$ cat src/rtl/rr_bus_arbiter.sv
// rr_bus_arbiter: four-requester round-robin bus arbiter with burst ownership.
// The arbiter grants the bus to one requester at a time. The grant is held
// until that requester signals its last beat, drops its request, or reaches
// MAX_BEATS accepted beats. A grant that ends at MAX_BEATS is a forced
// release and raises timeout for one cycle.
//
// Ports
//   clk        single clock, rising edge
//   rst        synchronous active-high reset
//   req[3:0]   request per requester, held high until its burst ends
//   last[3:0]  final-beat marker per requester (only the owner's bit is used)
//   out_ready  sink accepts a beat this cycle
//   gnt[3:0]   registered one-hot grant, zero when idle
//   slc[1:0]   registered mux select, the index of the current owner
//   out_valid  a beat is offered: BUSY and the owner's request is high
//   beat_cnt   beats accepted in the current grant
//   timeout    one-cycle pulse after a forced release at MAX_BEATS
module rr_bus_arbiter #(
  parameter int unsigned N         = 32,
  parameter int unsigned MAX_BEATS = 16
) (
  input  logic       clk,
  input  logic       rst,
  input  logic [3:0] req,
  input  logic [3:0] last,
  input  logic       out_ready,
  output logic [3:0] gnt,
  output logic [1:0] slc,
  output logic       out_valid,
  output logic [7:0] beat_cnt,
  output logic       timeout
);

  localparam int unsigned NumReq = 4;
  localparam int unsigned CntW   = 8;
  localparam logic [CntW-1:0] LastCnt = CntW'(MAX_BEATS - 1);

  typedef enum logic {
    IDLE = 1'b0,
    BUSY = 1'b1
  } state_t;

  state_t            state, state_nxt;
  logic [1:0]        owner, owner_nxt;
  logic [1:0]        ptr, ptr_nxt;
  logic [1:0]        slc_nxt;
  logic [3:0]        gnt_nxt;
  logic [CntW-1:0]   cnt_nxt;
  logic              timeout_nxt;

  logic [1:0]        pick;
  logic              pick_vld;
  logic [1:0]        scan_idx;
  logic              beat;
  logic              owner_last;
  logic              at_max;

  // Round-robin scan starting at ptr; iterating from the farthest offset
  // down lets the nearest active requester overwrite the earlier hits.
  always_comb begin
    pick     = 2'd0;
    pick_vld = 1'b0;
    scan_idx = 2'd0;
    for (int k = NumReq - 1; k >= 0; k--) begin
      scan_idx = ptr + 2'(k);
      if (req[scan_idx]) begin
        pick     = scan_idx;
        pick_vld = 1'b1;
      end
    end
  end

  // A beat is only offered while the owner keeps its request asserted.
  assign out_valid  = (state == BUSY) && req[owner];
  assign beat       = out_valid && out_ready;
  assign owner_last = last[owner];
  assign at_max     = (beat_cnt == LastCnt);

  // Next-state and registered-output values.
  always_comb begin
    state_nxt   = state;
    owner_nxt   = owner;
    ptr_nxt     = ptr;
    slc_nxt     = slc;
    gnt_nxt     = gnt;
    cnt_nxt     = beat_cnt;
    timeout_nxt = 1'b0;

    case (state)
      IDLE: begin
        gnt_nxt = 4'b0000;
        cnt_nxt = '0;
        if (pick_vld) begin
          state_nxt = BUSY;
          owner_nxt = pick;
          slc_nxt   = pick;
          gnt_nxt   = 4'b0001 << pick;
        end
      end

      BUSY: begin
        if (!req[owner]) begin
          // Owner abandoned its burst: release without counting a beat.
          state_nxt = IDLE;
          gnt_nxt   = 4'b0000;
          cnt_nxt   = '0;
          ptr_nxt   = owner + 2'd1;
        end else if (beat) begin
          if (owner_last || at_max) begin
            state_nxt   = IDLE;
            gnt_nxt     = 4'b0000;
            cnt_nxt     = '0;
            ptr_nxt     = owner + 2'd1;
            // A last beat landing on the limit is a normal release.
            timeout_nxt = at_max && !owner_last;
          end else begin
            cnt_nxt = beat_cnt + CntW'(1);
          end
        end
      end

      default: begin
        state_nxt = IDLE;
        gnt_nxt   = 4'b0000;
        cnt_nxt   = '0;
      end
    endcase
  end

  // State and output registers.
  always_ff @(posedge clk) begin
    if (rst) begin
      state    <= IDLE;
      owner    <= 2'd0;
      ptr      <= 2'd0;
      slc      <= 2'd0;
      gnt      <= 4'b0000;
      beat_cnt <= '0;
      timeout  <= 1'b0;
    end else begin
      state    <= state_nxt;
      owner    <= owner_nxt;
      ptr      <= ptr_nxt;
      slc      <= slc_nxt;
      gnt      <= gnt_nxt;
      beat_cnt <= cnt_nxt;
      timeout  <= timeout_nxt;
    end
  end

  // Structural invariants of the grant outputs and legal parameter range.
  always_ff @(posedge clk) begin
    if (!rst) begin
      assert (N > 0 && MAX_BEATS >= 1 && MAX_BEATS <= 255);
      assert ($onehot0(gnt));
      assert (gnt == 4'b0000 || gnt == (4'b0001 << slc));
    end
  end

endmodule

$ cat config.mk
export PLATFORM = sky130hd
export DESIGN_NAME = rr_bus_arbiter
export DESIGN_NICKNAME = d
export VERILOG_FILES = /design/src/rtl/rr_bus_arbiter.sv
export SDC_FILE = /design/constraint.sdc
export NUM_CORES = 1
export LEC_CHECK = 0
export ABC_AREA = 1
export CORE_AREA = 5 5 54 56
export CTS_CLUSTER_SIZE = 24
export DETAILED_ROUTE_END_ITERATION = 16
export DIE_AREA = 0 0 59 61
export PLACE_DENSITY_LB_ADDON = 0.08
export SYNTH_ARGS = -nofsm -noshare
export SYNTH_HDL_FRONTEND = slang
export SYNTH_SLANG_ARGS = --single-unit
export TNS_END_PERCENT = 20
$ cat constraint.sdc
create_clock -name clk -period 3.9 [get_ports clk]
set_input_delay 0.78 -clock clk [delete_from_list [all_inputs] [get_ports clk]]
set_output_delay 0.78 -clock clk [all_outputs]
set_load 0.03 [all_outputs]
## Word level (Yosys, flattened, before mapping)

Index checks and enable logic that the tools add are counted.

| storage, ports and cells | value |
|---|---|
| register bits after elaboration | 18 |
| output and inout bits | 16 |
| input port bits | 11 |

| operators by class | value |
|---|---|
| $lt $le $gt $ge | 5 |
| $add $sub $neg | 5 |
| multiplexer cells | 37 |
| bitwise operators | 4 |
| shifts and indexed selects | 1 |
| equal/unequal tests | 5 |
| reductions and logical operators | 9 |

Operators with widths:

| cell | count |
|---|---|
| $mux W8 | 3 |
| $mux W4 | 4 |
| $pmux W8 S2 | 1 |
| $lt A2 B3 Y1 const B | 5 |
| $mux W1 | 14 |
| $mux W2 | 7 |
| $bmux W1 S2 | 6 |
| $add A8 B1 Y8 const B | 1 |
| $eq A8 B4 Y1 const B | 1 |
| $pmux W4 S2 | 1 |
| $reduce_or A5 Y1 | 1 |
| $add A2 B1 Y2 const B | 2 |
| $add A2 B2 Y2 const B | 2 |
| $not A1 Y1 | 4 |
| $reduce_and A2 Y1 | 2 |
| $shl A1 B2 Y4 const A | 1 |
| $logic_and A1 B1 Y1 | 3 |
| $ne A3 B2 Y1 const B | 1 |
| $ne A3 B3 Y1 const B | 1 |
| $reduce_and A3 Y1 | 1 |
| $ne A2 B1 Y1 const B | 1 |
| $ne A2 B2 Y1 const B | 1 |
| $pmux W1 S2 | 1 |
| $logic_not A1 Y1 | 1 |
| $logic_or A1 B1 Y1 | 1 |

## Logic depth before layout (Yosys ltp)

| logic depth | value |
|---|---|
| word-level depth | 10 |
| mapped depth | 12 |
| depth with buffers taken out | 11 |

## Worst setup path after synthesis

No wires, ideal clock.

| timing path | value |
|---|---|
| path type | input port to output port |
| start | in req[1] |
| end | out out_valid |
| path buffers | 0 |
| path slack | 1886 ps |
| data arrival time | 1234 ps |
| stages on the path | 4 |
| path through | nand2_1 nand3_1 nand2_2 nor2_4 |

| between the ends | value |
|---|---|
| word-level cells in the longest chain between the ends | 3 |

Ends and longest elaborated chain:

| what | line | source |
|---|---|---|
| start: declaration | 24 | `input logic [3:0] req,` |
| $bmux W1 S2 | 74 | `assign out_valid = (state == BUSY) && req[owner];` |
| $mux W1 (implied by the code) | 74 |  |
| $logic_and A1 B1 Y1 | 74 |  |
| end: declaration | 29 | `output logic out_valid,` |

No other way between the ends. The select of a mux whose other input is x is not followed.

## Worst setup path after layout

| timing path | value |
|---|---|
| start | in req[3] |
| end | out out_valid |

Same word-level chain as after synthesis.

==> flow_metrics.tcl <==
set metrics [dict create \
    reg2reg_slack_ns 2.14 \
    cp.arrival_ns 2.40 \
    hold_viol 0 \
    irDropWorstVdd_mv 0.416 \
    crit-reg2reg-launch "ptr[0]$_SDFFE_PP0P_" \
    stdcell_count 248 \
    vias 1222 \
    die_y_um 61 \
    maxSlewViolCount 0 \
    first_pass_iters 5 \
    avgSynthCellArea_um2 6.17 \
    min_period_over_period 0.816 \
    ios 27 \
    rsz0062_at_grt "no" \
    final_common_cell "nand2_1" \
    syn-num-nets 202 \
    worstPathCellList "clkdlybuf4s50_1, nand2_1, nand3_1, nand2_2, nor2_4, clkdlybuf4s50_1" \
    grt_start_max_net_pins 15 \
    finClkSkew_ns 0.00399 \
    critPathMaxStageDelay_ns 0.70 \
    syn_to_final_growth_pct 27.2 \
    yosys_register_bits 18 \
    endpoint "out_valid" \
    start_kind "primary input" \
    critPathMaxFanout 4 \
    hold_buffers 0 \
    cts.clk_slew.worst_paths_ns 0.11 \
    reg2regPathDepth 11 \
    path_buf_inv 2 \
    slowest_stage "clkdlybuf4s50_1" \
    fill_cells 240 \
    setup_violations 0 \
    regArea_um2 360 \
    crit_type "primary input to output port" \
    yosys.cell_types.count 23 \
    cpMostUsedCell "clkdlybuf4s50_1" \
    p_per_area_mw_per_mm2 611 \
    htreeDepth 1 \
    syn-cell-area_mm2 0.00117 \
    status "completed" \
    setup_tns_ns 0 \
    track_usage 0.174 \
    worst_setup_path_end_kind "output port" \
    core_area_mm2 0.00239 \
    insertion_delay_ns 0.29 \
    slew_headroom 0.653 \
    ant_nets 0 \
    die_x_um 59 \
    finalNetCount 231 \
    cts_tree "done" \
    synth_ff_type "dfxtp_1" \
    hold_class "register to register" \
    dp.cells 244 \
    fin_crit_ns 3.18 \
    totalWireLength_um 2850 \
    drt_iter0_drc 40 \
    clock_sinks 18 \
    viasPerCell 4.93 \
    gp_congestion 0.805 \
    tightest_slew_ns 0.520 \
    start_util 0.491 \
    grt_antenna_before_repair 0 \
    die-area_mm2 0.00360 \
    wl_per_cell_um 11.5 \
    grt_pass1_vias 1174 \
    cp_top_family "buffers and inverters" \
    overflow 0 \
    ys_warn_count 0 \
    clockBufferDepth 2 \
    final_cell_mix "65 x nand2_1, 26 x clkdlybuf4s50_1, 23 x inv_1, 19 x nor2_1, 18 x dfxtp_1" \
    cts_root_buf "clkbuf_4" \
    portBuffers 26 \
    p_leak_nw 0.693 \
    max_freq_ghz 0.314 \
    cp.required_ns 3.12 \
    multi_input_area_um2 688 \
    insertedDiodeCount 0 \
    cap_violations 0 \
    grt_pass1_wl_um 4770 \
    regToRegEndpoint "gnt[0]$_SDFFE_PP0P_" \
    critPathLaunch "req[3]" \
    rows 18 \
    remaining_drc_errors 0 \
    cts_buffers 3 \
    drive_gt1_frac 0.128 \
    cp_num_cells 6 \
    async_flop_share 0 \
    power_mw 0.911 \
    syn_inst 190 \
    synth_edf_count 0 \
    dp_hpwl_um 2250 \
    post_cts_buffers 0 \
    ys_seq_area_frac 0.307 \
    cts_resized 0 \
]
[final cells by class]
type	instances	share of cell area
Timing Repair Buffer	26	0.174
Tap cell	30	0.0252
Sequential cell	18	0.242
Clock buffer	4	0.0243
Inverter	29	0.0730
Multi-Input combinational cell	141	0.461
[state kept, by name, indices dropped and copies added (netlist names)]
name / count
ptr: 2
gnt: 4
state: 1
beat_cnt: 8
timeout: 1
owner: 2
[routing by layer]
| metal | wire length (um) | GRT usage | share of wire |
|---|---|---|---|
| met4 | 16 | 0.0550 | 0.0056 |
| met5 | 0 | 0 | 0 |
| met3 | 105 | 0.0426 | 0.037 |
| met2 | 1510 | 0.341 | 0.53 |
| met1 | 1220 | 0.181 | 0.43 |
[worst min path at each step]
stage | startpoint | endpoint | cells after the start
final | gnt[0]$_SDFFE_PP0P_ | gnt[0]$_SDFFE_PP0P_ | 2
after global routing | gnt[1]$_SDFFE_PP0P_ | gnt[1]$_SDFFE_PP0P_ | 2
after CTS | gnt[0]$_SDFFE_PP0P_ | gnt[0]$_SDFFE_PP0P_ | 2
after detailed placement | gnt[0]$_SDFFE_PP0P_ | gnt[0]$_SDFFE_PP0P_ | 2
after global placement | gnt[1]$_SDFFE_PP0P_ | gnt[1]$_SDFFE_PP0P_ | 2
after floorplan | ptr[1]$_SDFFE_PP0P_ | ptr[1]$_SDFFE_PP0P_ | 2
[report_power, final]
group	switching (mW)	internal, mW
registers	0.0641	0.224
clock network	0.0610	0.0568
logic	0.320	0.185
[through the flow]
stage          utilization  setup WS [ns]  instance area [um^2]  hold WS, ns
6_report             0.625          0.719                  1490        0.458
4_1_cts              0.625          0.713                  1490        0.464
3_5_place_dp         0.610          0.725                  1460        0.438
3_3_place_gp         0.610          0.763                  1460        0.441
2_1_floorplan            -           1.89                  1170        0.477
5_1_grt              0.625          0.645                  1490        0.490
[worst register-to-register path, delay by kind of cell (launching register included)]
kind	cells	cell delay, ns
buffers and inverters	2	0.23
AND/OR/NAND/NOR	9	0.78
flip-flops	1	0.66
[cells in the mapped netlist (all sizes together) (2+ instances only)]
cell   number  area [um^2]
a21oi      10         53.8
dfxtp      18          360
inv        29          109
nand2      70          280
nand3      18          105
nand4       4         25.0
nor2       23          111
nor3        4         20.0
o21ai       7         46.3
xor2        2         17.5
[logic make-up (layout without fill, tap and decap cells)]
| logic type | count (synthesis) | in the layout | share of synthesized area |
|---|---|---|---|
| buffers and inverters | 31 | 59 | 0.106 |
| AND/OR/NAND/NOR | 121 | 121 | 0.476 |
| XOR/XNOR | 2 | 2 | 0.0149 |
| flip-flops | 18 | 18 | 0.307 |
| adder cells (fa/ha/maj) | 1 | 1 | 0.0107 |
| AO/OA/AOI/OAI | 17 | 17 | 0.0854 |
No activity file was read; power rests on OpenSTA's default activity.
